File: src/rtl/i2c_init_sequencer.sv
// ROM-driven I2C initialisation sequencer: walks WRITE/DELAY/END command words from a
// synchronous ROM, retries NACKed writes. Optional watchdog via macro I2C_SEQ_TIMEOUT_EN.
module i2c_init_sequencer #(
    parameter int ROM_DEPTH   = 128,
    parameter int PAYLOAD_W   = 16,
    parameter int DELAY_UNIT  = 1000,
    parameter int MAX_RETRY   = 3,
`ifdef I2C_SEQ_TIMEOUT_EN
    parameter int TIMEOUT_CYC = 100000,
`endif
    localparam int AW = $clog2(ROM_DEPTH),
    localparam int EW = PAYLOAD_W + 2
) (
    input  logic                 clk_i,
    input  logic                 rst_i,
    input  logic                 start_i,
    input  logic [AW-1:0]        seq_base_i,
    output logic                 busy_o,
    output logic                 done_o,
    output logic                 err_o,
`ifdef I2C_SEQ_TIMEOUT_EN
    output logic                 timeout_o,
`endif
    output logic [AW-1:0]        cmd_cnt_o,
    output logic [AW-1:0]        rom_addr_o,
    input  logic [EW-1:0]        rom_data_i,
    output logic                 i2c_send_o,
    output logic [PAYLOAD_W-1:0] i2c_data_o,
    input  logic                 i2c_done_i,
    input  logic                 i2c_nack_i,
    input  logic                 i2c_ready_i
);

    localparam int DW = PAYLOAD_W + $clog2(DELAY_UNIT) + 1;
    localparam int RW = (MAX_RETRY > 0) ? $clog2(MAX_RETRY + 1) : 1;

    localparam logic [1:0] OP_WRITE = 2'b00;
    localparam logic [1:0] OP_DELAY = 2'b01;
    localparam logic [1:0] OP_END   = 2'b10;

    typedef enum logic [3:0] {
        ST_IDLE,
        ST_FETCH,
        ST_DECODE,
        ST_WAIT_RDY,
        ST_SEND,
        ST_WAIT_DONE,
        ST_DELAY,
        ST_FINISH,
        ST_ERROR
    } state_t;

    state_t               state_q;
    logic [AW-1:0]        ptr_q;
    logic [AW-1:0]        cmd_cnt_q;
    logic                 err_q;
    logic [PAYLOAD_W-1:0] data_q;
    logic [RW-1:0]        retry_q;
    logic [DW-1:0]        delay_q;
    logic                 advance;

`ifdef I2C_SEQ_TIMEOUT_EN
    localparam int TOW = $clog2(TIMEOUT_CYC + 1);
    logic [TOW-1:0] to_cnt_q;
    logic           timeout_q;
    logic           wait_exit;

    assign wait_exit = (state_q == ST_WAIT_RDY  && i2c_ready_i) ||
                       (state_q == ST_WAIT_DONE && i2c_done_i);
    assign timeout_o = timeout_q;
`endif

    // A command completes either on an ACKed transfer or when its delay has run out.
    assign advance = (state_q == ST_WAIT_DONE && i2c_done_i && !i2c_nack_i) ||
                     (state_q == ST_DELAY && delay_q == '0);

    always_ff @(posedge clk_i) begin
        if (rst_i) begin
            state_q   <= ST_IDLE;
            ptr_q     <= '0;
            cmd_cnt_q <= '0;
            err_q     <= 1'b0;
            data_q    <= '0;
            retry_q   <= '0;
            delay_q   <= '0;
`ifdef I2C_SEQ_TIMEOUT_EN
            to_cnt_q  <= '0;
            timeout_q <= 1'b0;
`endif
        end else begin
            case (state_q)
                ST_IDLE: begin
                    if (start_i) begin
                        ptr_q     <= seq_base_i;
                        cmd_cnt_q <= '0;
                        err_q     <= 1'b0;
`ifdef I2C_SEQ_TIMEOUT_EN
                        timeout_q <= 1'b0;
`endif
                        state_q   <= ST_FETCH;
                    end
                end
                ST_FETCH: state_q <= ST_DECODE;
                ST_DECODE: begin
                    case (rom_data_i[EW-1 -: 2])
                        OP_WRITE: begin
                            data_q  <= rom_data_i[PAYLOAD_W-1:0];
                            retry_q <= '0;
                            state_q <= ST_WAIT_RDY;
                        end
                        OP_DELAY: begin
                            delay_q <= DW'(rom_data_i[PAYLOAD_W-1:0]) * DW'(DELAY_UNIT);
                            state_q <= ST_DELAY;
                        end
                        OP_END:  state_q <= ST_FINISH;
                        default: state_q <= ST_ERROR;
                    endcase
                end
                ST_WAIT_RDY: begin
                    if (i2c_ready_i) state_q <= ST_SEND;
                end
                ST_SEND: state_q <= ST_WAIT_DONE;
                ST_WAIT_DONE: begin
                    if (i2c_done_i && i2c_nack_i) begin
                        if (retry_q < RW'(MAX_RETRY)) begin
                            retry_q <= retry_q + 1'b1;
                            state_q <= ST_WAIT_RDY;
                        end else begin
                            state_q <= ST_ERROR;
                        end
                    end
                end
                ST_DELAY: begin
                    if (delay_q != '0) delay_q <= delay_q - 1'b1;
                end
                ST_FINISH: state_q <= ST_IDLE;
                ST_ERROR: begin
                    err_q   <= 1'b1;
                    state_q <= ST_IDLE;
                end
                default: state_q <= ST_IDLE;
            endcase

            // Running off the last ROM entry is a malformed sequence, never a wrap.
            if (advance) begin
                cmd_cnt_q <= cmd_cnt_q + 1'b1;
                if (ptr_q == AW'(ROM_DEPTH - 1)) begin
                    state_q <= ST_ERROR;
                end else begin
                    ptr_q   <= ptr_q + 1'b1;
                    state_q <= ST_FETCH;
                end
            end

`ifdef I2C_SEQ_TIMEOUT_EN
            if (state_q == ST_WAIT_RDY || state_q == ST_WAIT_DONE) begin
                if (wait_exit) begin
                    to_cnt_q <= '0;
                end else if (to_cnt_q == TOW'(TIMEOUT_CYC)) begin
                    to_cnt_q  <= '0;
                    timeout_q <= 1'b1;
                    state_q   <= ST_ERROR;
                end else begin
                    to_cnt_q <= to_cnt_q + 1'b1;
                end
            end else begin
                to_cnt_q <= '0;
            end
`endif
        end
    end

    assign busy_o     = (state_q != ST_IDLE);
    assign done_o     = (state_q == ST_FINISH);
    assign i2c_send_o = (state_q == ST_SEND);
    assign err_o      = err_q;
    assign cmd_cnt_o  = cmd_cnt_q;
    assign rom_addr_o = ptr_q;
    assign i2c_data_o = data_q;

endmodule

File: config.mk
export PLATFORM = sky130hd
export DESIGN_NAME = i2c_init_sequencer
export DESIGN_NICKNAME = d
export VERILOG_FILES = /design/src/rtl/i2c_init_sequencer.sv
export SDC_FILE = /design/constraint.sdc
export NUM_CORES = 1
export LEC_CHECK = 0
export ABC_CLOCK_PERIOD_IN_PS = 8000
export CAP_MARGIN = 20
export CORE_MARGIN = 2
export CORE_UTILIZATION = 42
export DETAILED_ROUTE_END_ITERATION = 8
export HOLD_SLACK_MARGIN = 0.06
export PLACE_DENSITY = 0.62
export SYNTH_ARGS = -nofsm -noshare
export SYNTH_HDL_FRONTEND = slang
export SYNTH_SLANG_ARGS = --single-unit
export TNS_END_PERCENT = 10
File: constraint.sdc
create_clock -name clk_i -period 8 [get_ports clk_i]
set_input_delay 1.2 -clock clk_i [delete_from_list [all_inputs] [get_ports clk_i]]
set_output_delay 1.2 -clock clk_i [all_outputs]
set_load 0.01 [all_outputs]
Word-level counts from Yosys, hierarchy flattened
Index checks and enable logic that the tools add are counted.
Widths: inputs -> output; s select.
Word-level totals
  bits in registers: 64
  bits of input ports: 31
  output and inout port bits: 34
  word-level logic and storage cells: 80
Operators by class
  add/sub/neg operators: 4
  multiply operators: 1
  $lt $le $gt $ge: 1
  eq/ne operators: 21
  mux-type cells: 24
  reductions and logical operators: 22
Operators by type and width (count)
  $mux 27: 2
  $pmux 27 s2: 1
  $mux 7: 7
  $pmux 4 s7: 1
  $logic_not 27->1: 1
  $reduce_bool 27->1: 1
  $sub 27x1->27 const B: 1
  $mux 4: 6
  $mul 16x7->23 const B: 1
  $eq 4x3->1 const B: 4
  $add 7x1->7 const B: 2
  $pmux 4 s3: 1
  $reduce_bool 2->1: 5
  $eq 4x2->1 const B: 2
  $ne 2x2->1 const B: 4
  $reduce_and 4->1: 2
  $eq 7x7->1 const B: 1
  $mux 2: 3
  $ne 2x1->1 const B: 3
  $ne 3x3->1 const B: 2
  $reduce_and 2->1: 3
  $eq 4x1->1 const B: 1
  $eq 4x4->1 const B: 1
  $logic_and 1x1->1: 4
  other kinds (14): 14

Depth between registers and ports, before layout
  word-level depth: 6
  mapped depth: 15
  depth with buffers taken out: 15

Worst setup path after synthesis
OpenSTA, ideal clock, no wires.
  path type: in2reg
  from: in rom_data_i[5]
  to: reg delay_q[22]
  library setup time: 123 ps
  data arrival time: 5081 ps
  required time: 7877 ps
  path slack: 2795 ps
  cell stages on the path: 13
  path buffers: 0
  cell sequence: inv_1 -> fa_1 -> fa_1 -> fa_1 -> fa_1 -> inv_1 -> ha_1 -> a2111oi_0 -> o21ai_0 -> a41oi_1 -> o221ai_1 -> a41oi_1 -> nand3b_1
On the way
  word-level cells in the longest chain between the ends: 3
Ends and longest elaborated chain
  from (decl): line 26  | input logic [EW-1:0] rom_data_i,
  $mul 16x7->23: line 112  | delay_q <= DW'(rom_data_i[PAYLOAD_W-1:0]) * DW'(DELAY_UNIT);
  $mux 27: line 105  | case (rom_data_i[EW-1 -: 2])
  $pmux 27 s2: line 91  | case (state_q)
  to (signal assigned): line 112
  to (signal assigned): line 134  | if (delay_q != '0) delay_q <= delay_q - 1'b1;
  to (decl): line 59  | logic [DW-1:0] delay_q;
No other way between the ends. The select of a mux whose other input is x is not followed.
A chain may end at the register's enable or synchronous reset.

Final worst setup path
  from: in rom_data_i[3]
  to: reg delay_q[15]
The elaborated chain is that of the path after synthesis.

==> results.py <==
metrics = {
    "yosys": {
        "ys_top_cells_by_area": "dfxtp_1, fa_1, ha_1, inv_1, a21oi_1",
        "netlist_instances": 771,
        "synth.distinct_cells": 64,
        "async_flop_share": 0,
        "ys_ff_latch": 64,
        "synth_area_per_cell_um2": 8.18,
        "synthFlopType": "dfxtp_1",
        "yosysTopAreaCell": "dfxtp_1",
        "synth_area_um2": 6310,
        "synth_edf_count": 0,
        "yosysTopAreaCellShare": 0.203,
        "yosysSeqAreaShare": 0.203,
        "ys_warn_count": 0,
        "syn_nets": 917,
    },
    "critical_path": {
        "worst_setup_path_end_kind": "register",
        "critical_path.startpoint_type": "primary input",
        "crit_family": "adder cells",
        "path_cells": "clkdlybuf4s50_1, inv_1, fa_1, fa_1, fa_1, fa_1, inv_1, ha_1, a2111oi_0, o21ai_0, a21o_1, a21oi_1, xor2_1, a2111oi_2",
        "worst-setup-path-type": "in -> reg",
        "critical_path.slowest_cell": "clkdlybuf4s50_1",
        "crit_arrival_ns": 6.03,
        "cpMostUsedCell": "fa_1",
        "max_stage_delay_ns": 0.59,
        "cp_max_fo": 5,
        "critical_path_buf_inv_count": 3,
        "required_ns": 8.24,
    },
    "timing": {
        "fin_tns_setup_ns": 0,
        "fmax_mhz": 173,
        "tightest_slew_ns": 0.802,
        "period_needed_ns": 5.78,
        "slew_violations": 0,
        "relSlewSlack": 0.461,
        "rsz0062_at_grt": "false",
        "hold_viol_final": 0,
        "finalSetupViolCount": 0,
        "final.period_utilization": 0.723,
        "fin_skew_ns": 0.00709,
    },
    "clocking": {
        "hold_buffers": 0,
        "cts_resized": 0,
        "clk_latency_ns": 0.34,
        "cts_made_buffers": 9,
        "clk_path_buf_depth": 2,
        "cts.clk_slew.worst_paths_ns": 0.06,
        "cts-root-buf": "clkbuf_16",
        "clock-sinks": 64,
        "cts_tree": "yes",
        "post_cts_buffers": 0,
        "h-tree-depth": 3,
    },
    "layout": {
        "fin_util": 0.507,
        "area_delta_synth_final_pct": 17.3,
        "drive_gt1_frac": 0.0426,
        "final_nets": 962,
        "layout_commonest_cell": "inv_1",
        "fill_cells": 1373,
        "antenna_cells": 0,
        "layout.cells.non_filler": 1005,
        "mostFrequentLayoutCells": "inv_1, nand2_1, dfxtp_1",
        "stdcell_area_um2": 7400,
    },
    "routing": {
        "wl_um": 15500,
        "drtPass1Iterations": 5,
        "ant_nets": 0,
        "first_iter_violations": 312,
        "drc": 0,
        "routedWlPerCell_um": 15.5,
        "vias": 5644,
        "via_per_inst": 5.62,
    },
    "floorplanning": {
        "start_util": 0.432,
        "die_area_um2": 16000,
        "io_pins": 65,
        "die_h_um": 127,
        "fp-row-count": 44,
        "die_width_um": 127,
        "core_area_um2": 14600,
    },
    "global_route": {
        "overflow": 0,
        "antenna_found_initial": 0,
        "grt_pass1_wl_um": 27400,
        "grt_max_degree": 48,
        "grt_pass1_vias": 5659,
        "gr-usage-all-layers": 0.206,
    },
    "hold_path": {
        "hold_path_class": "reg -> reg",
    },
    "placed_design": {
        "port_buffers": 64,
        "dp_cells": 989,
        "dp_hpwl_um": 12100,
        "placed_area_um2": 7070,
        "gp_congestion": 0.879,
    },
    "run": {
        "maxCapViolations": 0,
    },
    "run_status": {
        "status": "completed",
    },
    "power_and_ir_drop": {
        "p_per_area_nw_per_um2": 308,
        "peakVddDrop_v": 0.000151,
        "leakagePower_nw": 3.11,
    },
}
[logic make-up after synthesis]
group,synth area share
AND/OR/NAND/NOR,0.195
buffers and inverters,0.0777
multiplexers,0.00655
AO/OA/AOI/OAI,0.203
adder cells (fa/ha/maj),0.292
XOR/XNOR,0.0222
flip-flops,0.203
[layout make-up]
type	instances	area [um2]	area share
multi-input combinational	581	4550	0.615
clock buffer	9	225	0.0304
timing repair buffer	68	666	0.0899
inverter	92	345	0.0467
tap	184	230	0.0311
clock inverter	7	103	0.0139
sequential	64	1280	0.173
[tightest hold or removal path: stages (launching register included)]
cell and delay, ns:
dfxtp_1 0.31, nand2_1 0.05, a21oi_1 0.05
[registers in the layout, indices dropped and copies added (netlist names)]
| register | cells |
|---|---|
| state_q | 4 |
| delay_q | 27 |
| err_o | 1 |
| cmd_cnt_o | 7 |
| i2c_data_o | 16 |
| retry_q | 2 |
| rom_addr_o | 7 |
[synth_stat cells, drive strengths merged, types with 9 or more instances]
cell type	instances
ha	61
a211oi	14
a21oi	63
a22oi	9
inv	92
nor2	41
fa	54
a31oi	10
nand3	30
nand2	77
o21ai	41
and3	14
o211ai	10
clkbuf	29
nor3	32
dfxtp	64
or3	12
[metal layers]
layer	wire (um)	share of wire	track usage
met1	7430	0.48	0.286
met4	358	0.023	0.0808
met5	0	0	0
met2	7240	0.47	0.327
met3	503	0.032	0.0278
[final timing paths]
kind,from,to,slack [ns],cells past startpoint
worst max-delay path,rom_data_i[3],delay_q[15]$_SDFFE_PP0P_,2.22,14
worst min-delay path,i2c_data_o[4]$_SDFFE_PP0P_,i2c_data_o[4]$_SDFFE_PP0P_,0.45,2
worst max register to register,state_q[1]$_SDFFE_PP0P_,rom_addr_o[3]$_SDFF_PP0_,5.04,7
worst min register to register,i2c_data_o[4]$_SDFFE_PP0P_,i2c_data_o[4]$_SDFFE_PP0P_,0.45,2
[stage by stage]
stage | worst slack [ns] | total power, mW | hold slack (ns)
floorplan | 2.80 | 1.50 | 0.441
global placement | 1.91 | 1.80 | 0.441
detailed placement | 1.85 | 1.83 | 0.449
CTS | 2.21 | 2.28 | 0.458
global route | 1.87 | 2.52 | 0.475
finish | 2.22 | 2.28 | 0.453
[where the power goes]
group / switching, mW / internal, mW / leakage (nW) / total, mW
Sequential: 0.0543 / 0.354 / 0.518 / 0.408
Combinational: 0.843 / 0.586 / 2.43 / 1.43
Clock: 0.168 / 0.276 / 0.157 / 0.444
(Power assumes the default switching activity.)
